[config.mk]
export PLATFORM = sky130hd
export DESIGN_NAME = csr_file
export DESIGN_NICKNAME = d
export VERILOG_FILES = /design/src/rtl/csr_file.sv
export SDC_FILE = /design/constraint.sdc
export NUM_CORES = 1
export LEC_CHECK = 0
export ABC_AREA = 1
export BUFFER_PORTS_ARGS = -buffer_cell sky130_fd_sc_hd__buf_2
export CORE_ASPECT_RATIO = 0.8
export CORE_UTILIZATION = 30
export DETAILED_ROUTE_END_ITERATION = 6
export HOLD_SLACK_MARGIN = 0.02
export SLEW_MARGIN = 15
export SYNTH_ARGS = -nofsm -noshare
export SYNTH_HDL_FRONTEND = slang
export SYNTH_SLANG_ARGS = --single-unit
[constraint.sdc]
create_clock -name clk -period 2.4 [get_ports clk]
set_input_delay 0.36 -clock clk [delete_from_list [all_inputs] [get_ports clk]]
set_output_delay 0.36 -clock clk [all_outputs]
set_load 0.005 [all_outputs]
[src/rtl/csr_file.sv]
// Machine-mode CSR file: mstatus (MIE/MPIE), misa, mtvec, mscratch, mepc,
// mcause, mhartid, with trap entry and MRET handling.
// Optional 64-bit mcycle/minstret counters with read-only shadows are
// built only when the macro CSR_COUNTERS_EN is defined.
module csr_file #(
  parameter logic [31:0] MTVEC_RESET = 32'h0000_0000
) (
  input  logic        clk,
  input  logic        rst_n,
  input  logic [11:0] csr_addr_in_id,
  output logic [31:0] csr_data_out,
  output logic        csr_illegal_out,
  input  logic [11:0] csr_addr_in_wb,
  input  logic        wr_csr_n_in_wb,
  input  logic [31:0] csr_data_in_wb,
  input  logic        instret_in_wb,
  input  logic        trap_in,
  input  logic [31:0] trap_cause_in,
  input  logic [31:0] trap_pc_in,
  input  logic        mret_in,
  output logic [31:0] mtvec_out,
  output logic [31:0] mepc_out
);

  localparam logic [11:0] ADDR_MSTATUS  = 12'h300;
  localparam logic [11:0] ADDR_MISA     = 12'h301;
  localparam logic [11:0] ADDR_MTVEC    = 12'h305;
  localparam logic [11:0] ADDR_MSCRATCH = 12'h340;
  localparam logic [11:0] ADDR_MEPC     = 12'h341;
  localparam logic [11:0] ADDR_MCAUSE   = 12'h342;
  localparam logic [11:0] ADDR_MHARTID  = 12'hF14;
  localparam logic [11:0] ADDR_MCYCLE   = 12'hB00;
  localparam logic [11:0] ADDR_MCYCLEH  = 12'hB80;
  localparam logic [11:0] ADDR_MINSTRET = 12'hB02;
  localparam logic [11:0] ADDR_MINSTRETH= 12'hB82;
  localparam logic [11:0] ADDR_CYCLE    = 12'hC00;
  localparam logic [11:0] ADDR_CYCLEH   = 12'hC80;
  localparam logic [11:0] ADDR_INSTRET  = 12'hC02;
  localparam logic [11:0] ADDR_INSTRETH = 12'hC82;

  localparam logic [31:0] MISA_VALUE    = 32'h4000_0100;

  logic        mie_q, mpie_q;
  logic [31:0] mtvec_q, mscratch_q, mepc_q, mcause_q;
  logic [31:0] mstatus_val;

  logic wr_en;
  logic wr_mstatus, wr_mtvec, wr_mscratch, wr_mepc, wr_mcause;

  // Writable addresses are the only ones eligible for the read bypass.
  function automatic logic is_writable(input logic [11:0] addr);
    logic w;
    w = 1'b0;
    case (addr)
      ADDR_MSTATUS, ADDR_MTVEC, ADDR_MSCRATCH, ADDR_MEPC, ADDR_MCAUSE: w = 1'b1;
`ifdef CSR_COUNTERS_EN
      ADDR_MCYCLE, ADDR_MCYCLEH, ADDR_MINSTRET, ADDR_MINSTRETH: w = 1'b1;
`endif
      default: w = 1'b0;
    endcase
    return w;
  endfunction

  assign wr_en       = ~wr_csr_n_in_wb;
  assign mstatus_val = {24'h0, mpie_q, 3'b000, mie_q, 3'b000};

  // Write decode; trap and mret own the fields they touch on their edge.
  always_comb begin
    wr_mstatus  = wr_en && (csr_addr_in_wb == ADDR_MSTATUS) && !trap_in && !mret_in;
    wr_mtvec    = wr_en && (csr_addr_in_wb == ADDR_MTVEC);
    wr_mscratch = wr_en && (csr_addr_in_wb == ADDR_MSCRATCH);
    wr_mepc     = wr_en && (csr_addr_in_wb == ADDR_MEPC) && !trap_in;
    wr_mcause   = wr_en && (csr_addr_in_wb == ADDR_MCAUSE) && !trap_in;
  end

  // mstatus interrupt-enable stack: trap pushes, mret pops, else CSR write.
  always_ff @(posedge clk or negedge rst_n) begin
    if (!rst_n) begin
      mie_q  <= 1'b0;
      mpie_q <= 1'b0;
    end else if (trap_in) begin
      mpie_q <= mie_q;
      mie_q  <= 1'b0;
    end else if (mret_in) begin
      mie_q  <= mpie_q;
      mpie_q <= 1'b1;
    end else if (wr_mstatus) begin
      mie_q  <= csr_data_in_wb[3];
      mpie_q <= csr_data_in_wb[7];
    end
  end

  // mtvec and mscratch are only ever changed by CSR writes.
  always_ff @(posedge clk or negedge rst_n) begin
    if (!rst_n) begin
      mtvec_q    <= MTVEC_RESET;
      mscratch_q <= 32'h0;
    end else begin
      if (wr_mtvec)    mtvec_q    <= {csr_data_in_wb[31:2], 2'b00};
      if (wr_mscratch) mscratch_q <= csr_data_in_wb;
    end
  end

  // Trap capture of mepc/mcause, otherwise software writes.
  always_ff @(posedge clk or negedge rst_n) begin
    if (!rst_n) begin
      mepc_q   <= 32'h0;
      mcause_q <= 32'h0;
    end else if (trap_in) begin
      mepc_q   <= {trap_pc_in[31:2], 2'b00};
      mcause_q <= trap_cause_in;
    end else begin
      if (wr_mepc)   mepc_q   <= {csr_data_in_wb[31:2], 2'b00};
      if (wr_mcause) mcause_q <= csr_data_in_wb;
    end
  end

`ifdef CSR_COUNTERS_EN
  logic [63:0] mcycle_q, minstret_q;

  // Free-running cycle and retired-instruction counters; a write to either
  // half replaces it and holds off that counter's increment for the edge.
  always_ff @(posedge clk or negedge rst_n) begin
    if (!rst_n) begin
      mcycle_q   <= 64'h0;
      minstret_q <= 64'h0;
    end else begin
      if (wr_en && csr_addr_in_wb == ADDR_MCYCLE)
        mcycle_q <= {mcycle_q[63:32], csr_data_in_wb};
      else if (wr_en && csr_addr_in_wb == ADDR_MCYCLEH)
        mcycle_q <= {csr_data_in_wb, mcycle_q[31:0]};
      else
        mcycle_q <= mcycle_q + 64'd1;

      if (wr_en && csr_addr_in_wb == ADDR_MINSTRET)
        minstret_q <= {minstret_q[63:32], csr_data_in_wb};
      else if (wr_en && csr_addr_in_wb == ADDR_MINSTRETH)
        minstret_q <= {csr_data_in_wb, minstret_q[31:0]};
      else if (instret_in_wb)
        minstret_q <= minstret_q + 64'd1;
    end
  end
`else
  logic unused_instret;
  assign unused_instret = instret_in_wb;
`endif

  // Combinational read port with same-cycle bypass of a pending WB write.
  always_comb begin
    csr_data_out    = 32'h0;
    csr_illegal_out = 1'b0;
    case (csr_addr_in_id)
      ADDR_MSTATUS:  csr_data_out = mstatus_val;
      ADDR_MISA:     csr_data_out = MISA_VALUE;
      ADDR_MTVEC:    csr_data_out = mtvec_q;
      ADDR_MSCRATCH: csr_data_out = mscratch_q;
      ADDR_MEPC:     csr_data_out = mepc_q;
      ADDR_MCAUSE:   csr_data_out = mcause_q;
      ADDR_MHARTID:  csr_data_out = 32'h0;
`ifdef CSR_COUNTERS_EN
      ADDR_MCYCLE,   ADDR_CYCLE:    csr_data_out = mcycle_q[31:0];
      ADDR_MCYCLEH,  ADDR_CYCLEH:   csr_data_out = mcycle_q[63:32];
      ADDR_MINSTRET, ADDR_INSTRET:  csr_data_out = minstret_q[31:0];
      ADDR_MINSTRETH,ADDR_INSTRETH: csr_data_out = minstret_q[63:32];
`endif
      default:       csr_illegal_out = 1'b1;
    endcase
    if (wr_en && (csr_addr_in_wb == csr_addr_in_id) && is_writable(csr_addr_in_id))
      csr_data_out = csr_data_in_wb;
  end

  assign mtvec_out = mtvec_q;
  assign mepc_out  = mepc_q;

endmodule

==> results.json <==
{
  "cp.arrival_ps": 1890,
  "netlist.area_leader.share": 0.439,
  "violations": "design-rule violations",
  "p_seq_frac": 0.422,
  "powerDensity_nw_per_um2": 582,
  "die_h_um": 140,
  "cts_made_buffers": 17,
  "insertion_delay_ps": 410,
  "cts.clk_slew.worst_paths_ps": 70,
  "max-slew-margin-rel": 0.657,
  "clockBufferDepth": 2,
  "vias": 7797,
  "static-leakage-power_nw": 4.69,
  "synth_area_per_cell_um2": 7.42,
  "whs_ps": 176,
  "cpMostUsedCell": "nand2_2",
  "fin_crit_ps": 2250,
  "die_w_um": 175,
  "synth.area.top_cells": "dfrtp_1, nand3_1, nand2_1",
  "worst_ep_required_time_ps": 2040,
  "cts.sinks": 126,
  "syn_area_um2": 7190,
  "drc": 8,
  "hold_viol": 0,
  "seq_area_frac_synth": 0.439,
  "core_um2": 23500,
  "worstSetupEndpointType": "output pin",
  "ant_nets": 0,
  "synth_cell_types": 30,
  "htree_num_levels": 4,
  "grt_max_degree": 52,
  "overflow": 0,
  "cts_tree": "done",
  "initial_utilization": 0.306,
  "finalMaxSlewViolations": 0,
  "final.setup_skew_ps": 2.99,
  "nNetsFinal": 1291,
  "async_flop_share": 1.00,
  "p_switching_w": 0.00146,
  "dieArea_um2": 24600,
  "tightest_slew_ps": 514,
  "p_sw_frac": 0.267,
  "antenna_found_initial": 1,
  "hold_path_class": "input pin to register",
  "cp_max_fo": 25,
  "max_stage_delay_ps": 280,
  "via_per_inst": 5.23,
  "yosysTopAreaCell": "dfrtp_1",
  "ys.flop_type": "dfrtp_1",
  "cts_setup_buffers": 0,
  "routabilityCongestion": 0.820,
  "cts_root_buffer": "clkbuf_16",
  "numPortBuffers": 215,
  "outcome": "finished with violations",
  "drt-initial-drc-count": 705,
  "io_pins": 223,
  "wl_per_cell_um": 17.7,
  "grt_pass1_wl_um": 41500,
  "fmax_mhz": 444,
  "grt_usage": 0.217,
  "cp_num_buf_inv": 4,
  "wl_um": 26400,
  "drv_cap": 0,
  "ir_drop_uv": 392,
  "synth-edff-count": 0,
  "synthTopCellsByCount": "nand3_1, nand2_1, dfrtp_1",
  "layout-drive-gt1-share": 0.261,
  "path_cells": "buf_2, nor2_1, inv_2, nor3_4, nand2_2, nand2_2, nand2_2, buf_12, nand3_1, nand2_1, buf_2",
  "start_kind": "input pin",
  "rsz0062_at_grt": "no",
  "p_total_w": 0.00546,
  "synth_cells": 968,
  "setup.worst_path.class": "input pin to output pin",
  "final-setup-viol-count": 0,
  "cpMaxStageDelayCell": "nor3_4",
  "drt_pass1_iterations": 7,
  "yosysWarnings": 0,
  "ys_seq_elements": 126,
  "rows": 50,
  "internal-power_w": 0.00400,
  "period_share": 0.939,
  "finalSetupTns_ps": 0,
  "grt_pass1_vias": 7404,
  "yosysMostFrequentCell": "nand3_1",
  "pwr-share-comb": 0.101,
  "dp_hpwl_um": 18500,
  "critical-path-top-delay-family": "simple AND/OR/NAND/NOR gates",
  "syn_to_final_growth_pct": 30.5,
  "clockPowerShare": 0.477
}
metrics by stage:
| stage | cell area (um2) | utilization | instances | setup slack (ps) |
|---|---|---|---|---|
| 2_1_floorplan | 7200 | - | 971 | 595 |
| 3_3_place_gp | 8780 | 0.374 | 1457 | 154 |
| 3_5_place_dp | 8780 | 0.374 | 1457 | 158 |
| 4_1_cts | 9380 | 0.400 | 1490 | 144 |
| 5_1_grt | 9380 | 0.400 | 1490 | 0.628 |
| 6_report | 9380 | 0.400 | 1491 | 148 |
cell usage in the layout (no fill, tap or decap), types with 5 or more instances in the layout:
cell type / n
nand3_1: 255
buf_2: 214
buf_12: 10
inv_2: 5
clkbuf_16: 17
nand2_1: 239
inv_1: 47
buf_4: 29
o21ai_0: 69
nand4_1: 28
clkinvlp_4: 5
nor2_4: 6
dfrtp_1: 126
o211ai_1: 61
nor2_1: 29
registers in the layout, indices dropped and copies added, names as in the netlist:
register and count:
mcause_q 32, mie_q 1, mtvec_out 30, mscratch_q 32, mepc_out 30, mpie_q 1
path summary, 6_finish.rpt:
kind | startpoint | slack, ps | depth (start not counted) | end
worst max-delay path | csr_addr_in_id[2] | 150 | 11 | csr_data_out[19]
worst min-delay path | trap_pc_in[9] | 180 | 3 | mepc_out[9]
worst max register to register | mie_q | 1620 | 2 | mpie_q
worst min register to register | mscratch_q[31] | 480 | 2 | mscratch_q[31]
max in group asynchronous | rst_n | 1130 | 3 | mepc_out[19]
min in group asynchronous | rst_n | 460 | 2 | mepc_out[26]
logic make-up (layout without fill, tap and decap cells):
family,count (synthesis),after routing,synth area share
AO/OA/AOI/OAI,136,136,0.117
buffers and inverters,133,340,0.0789
AND/OR/NAND/NOR,569,569,0.361
XOR/XNOR,3,3,0.00366
other,1,5,0.000522
flip-flops,126,126,0.439
layer usage:
| metal | GRT usage | up-vias | share of wire |
|---|---|---|---|
| met1 | 0.315 | 3661 | 0.48 |
| met4 | 0.0485 | 0 | 0.0071 |
| li1 | - | 3737 | - |
| met5 | 0 | - | 0 |
| met2 | 0.334 | 378 | 0.43 |
| met3 | 0.0399 | 21 | 0.077 |
tightest hold or removal path, delay by kind of cell:
kind	cells	cell delay, ps
AND/OR/NAND/NOR	1	40
AO/OA/AOI/OAI	1	70
buffers and inverters	1	70
power by group through the flow:
stage | clock network, W | registers, W | logic [W]
floorplan | 0 | 0.00232 | 0.000243
global placement | 0 | 0.00234 | 0.000546
detailed placement | 0 | 0.00234 | 0.000553
CTS | 0.00266 | 0.00230 | 0.000557
global route | 0.00274 | 0.00231 | 0.000622
finish | 0.00260 | 0.00230 | 0.000551
timing repair:
| item | 4_1_cts | 5_1_grt |
|---|---|---|
| endpoints found under the setup margin | 0 | 0 |
| hold buffers | 1 | 0 |
| hold endpoints to repair | 49 | 0 |
| gates resized for setup | 0 | 0 |
final cells by class:
class,instances,area (um2)
antenna,1,2.50
clock buffer,18,429
clock inverter,14,158
fill,2474,14100
inverter,53,200
multi-input combinational,712,3530
sequential,126,3150
tap,312,390
timing repair buffer,255,1510
(Power assumes the default switching activity.)
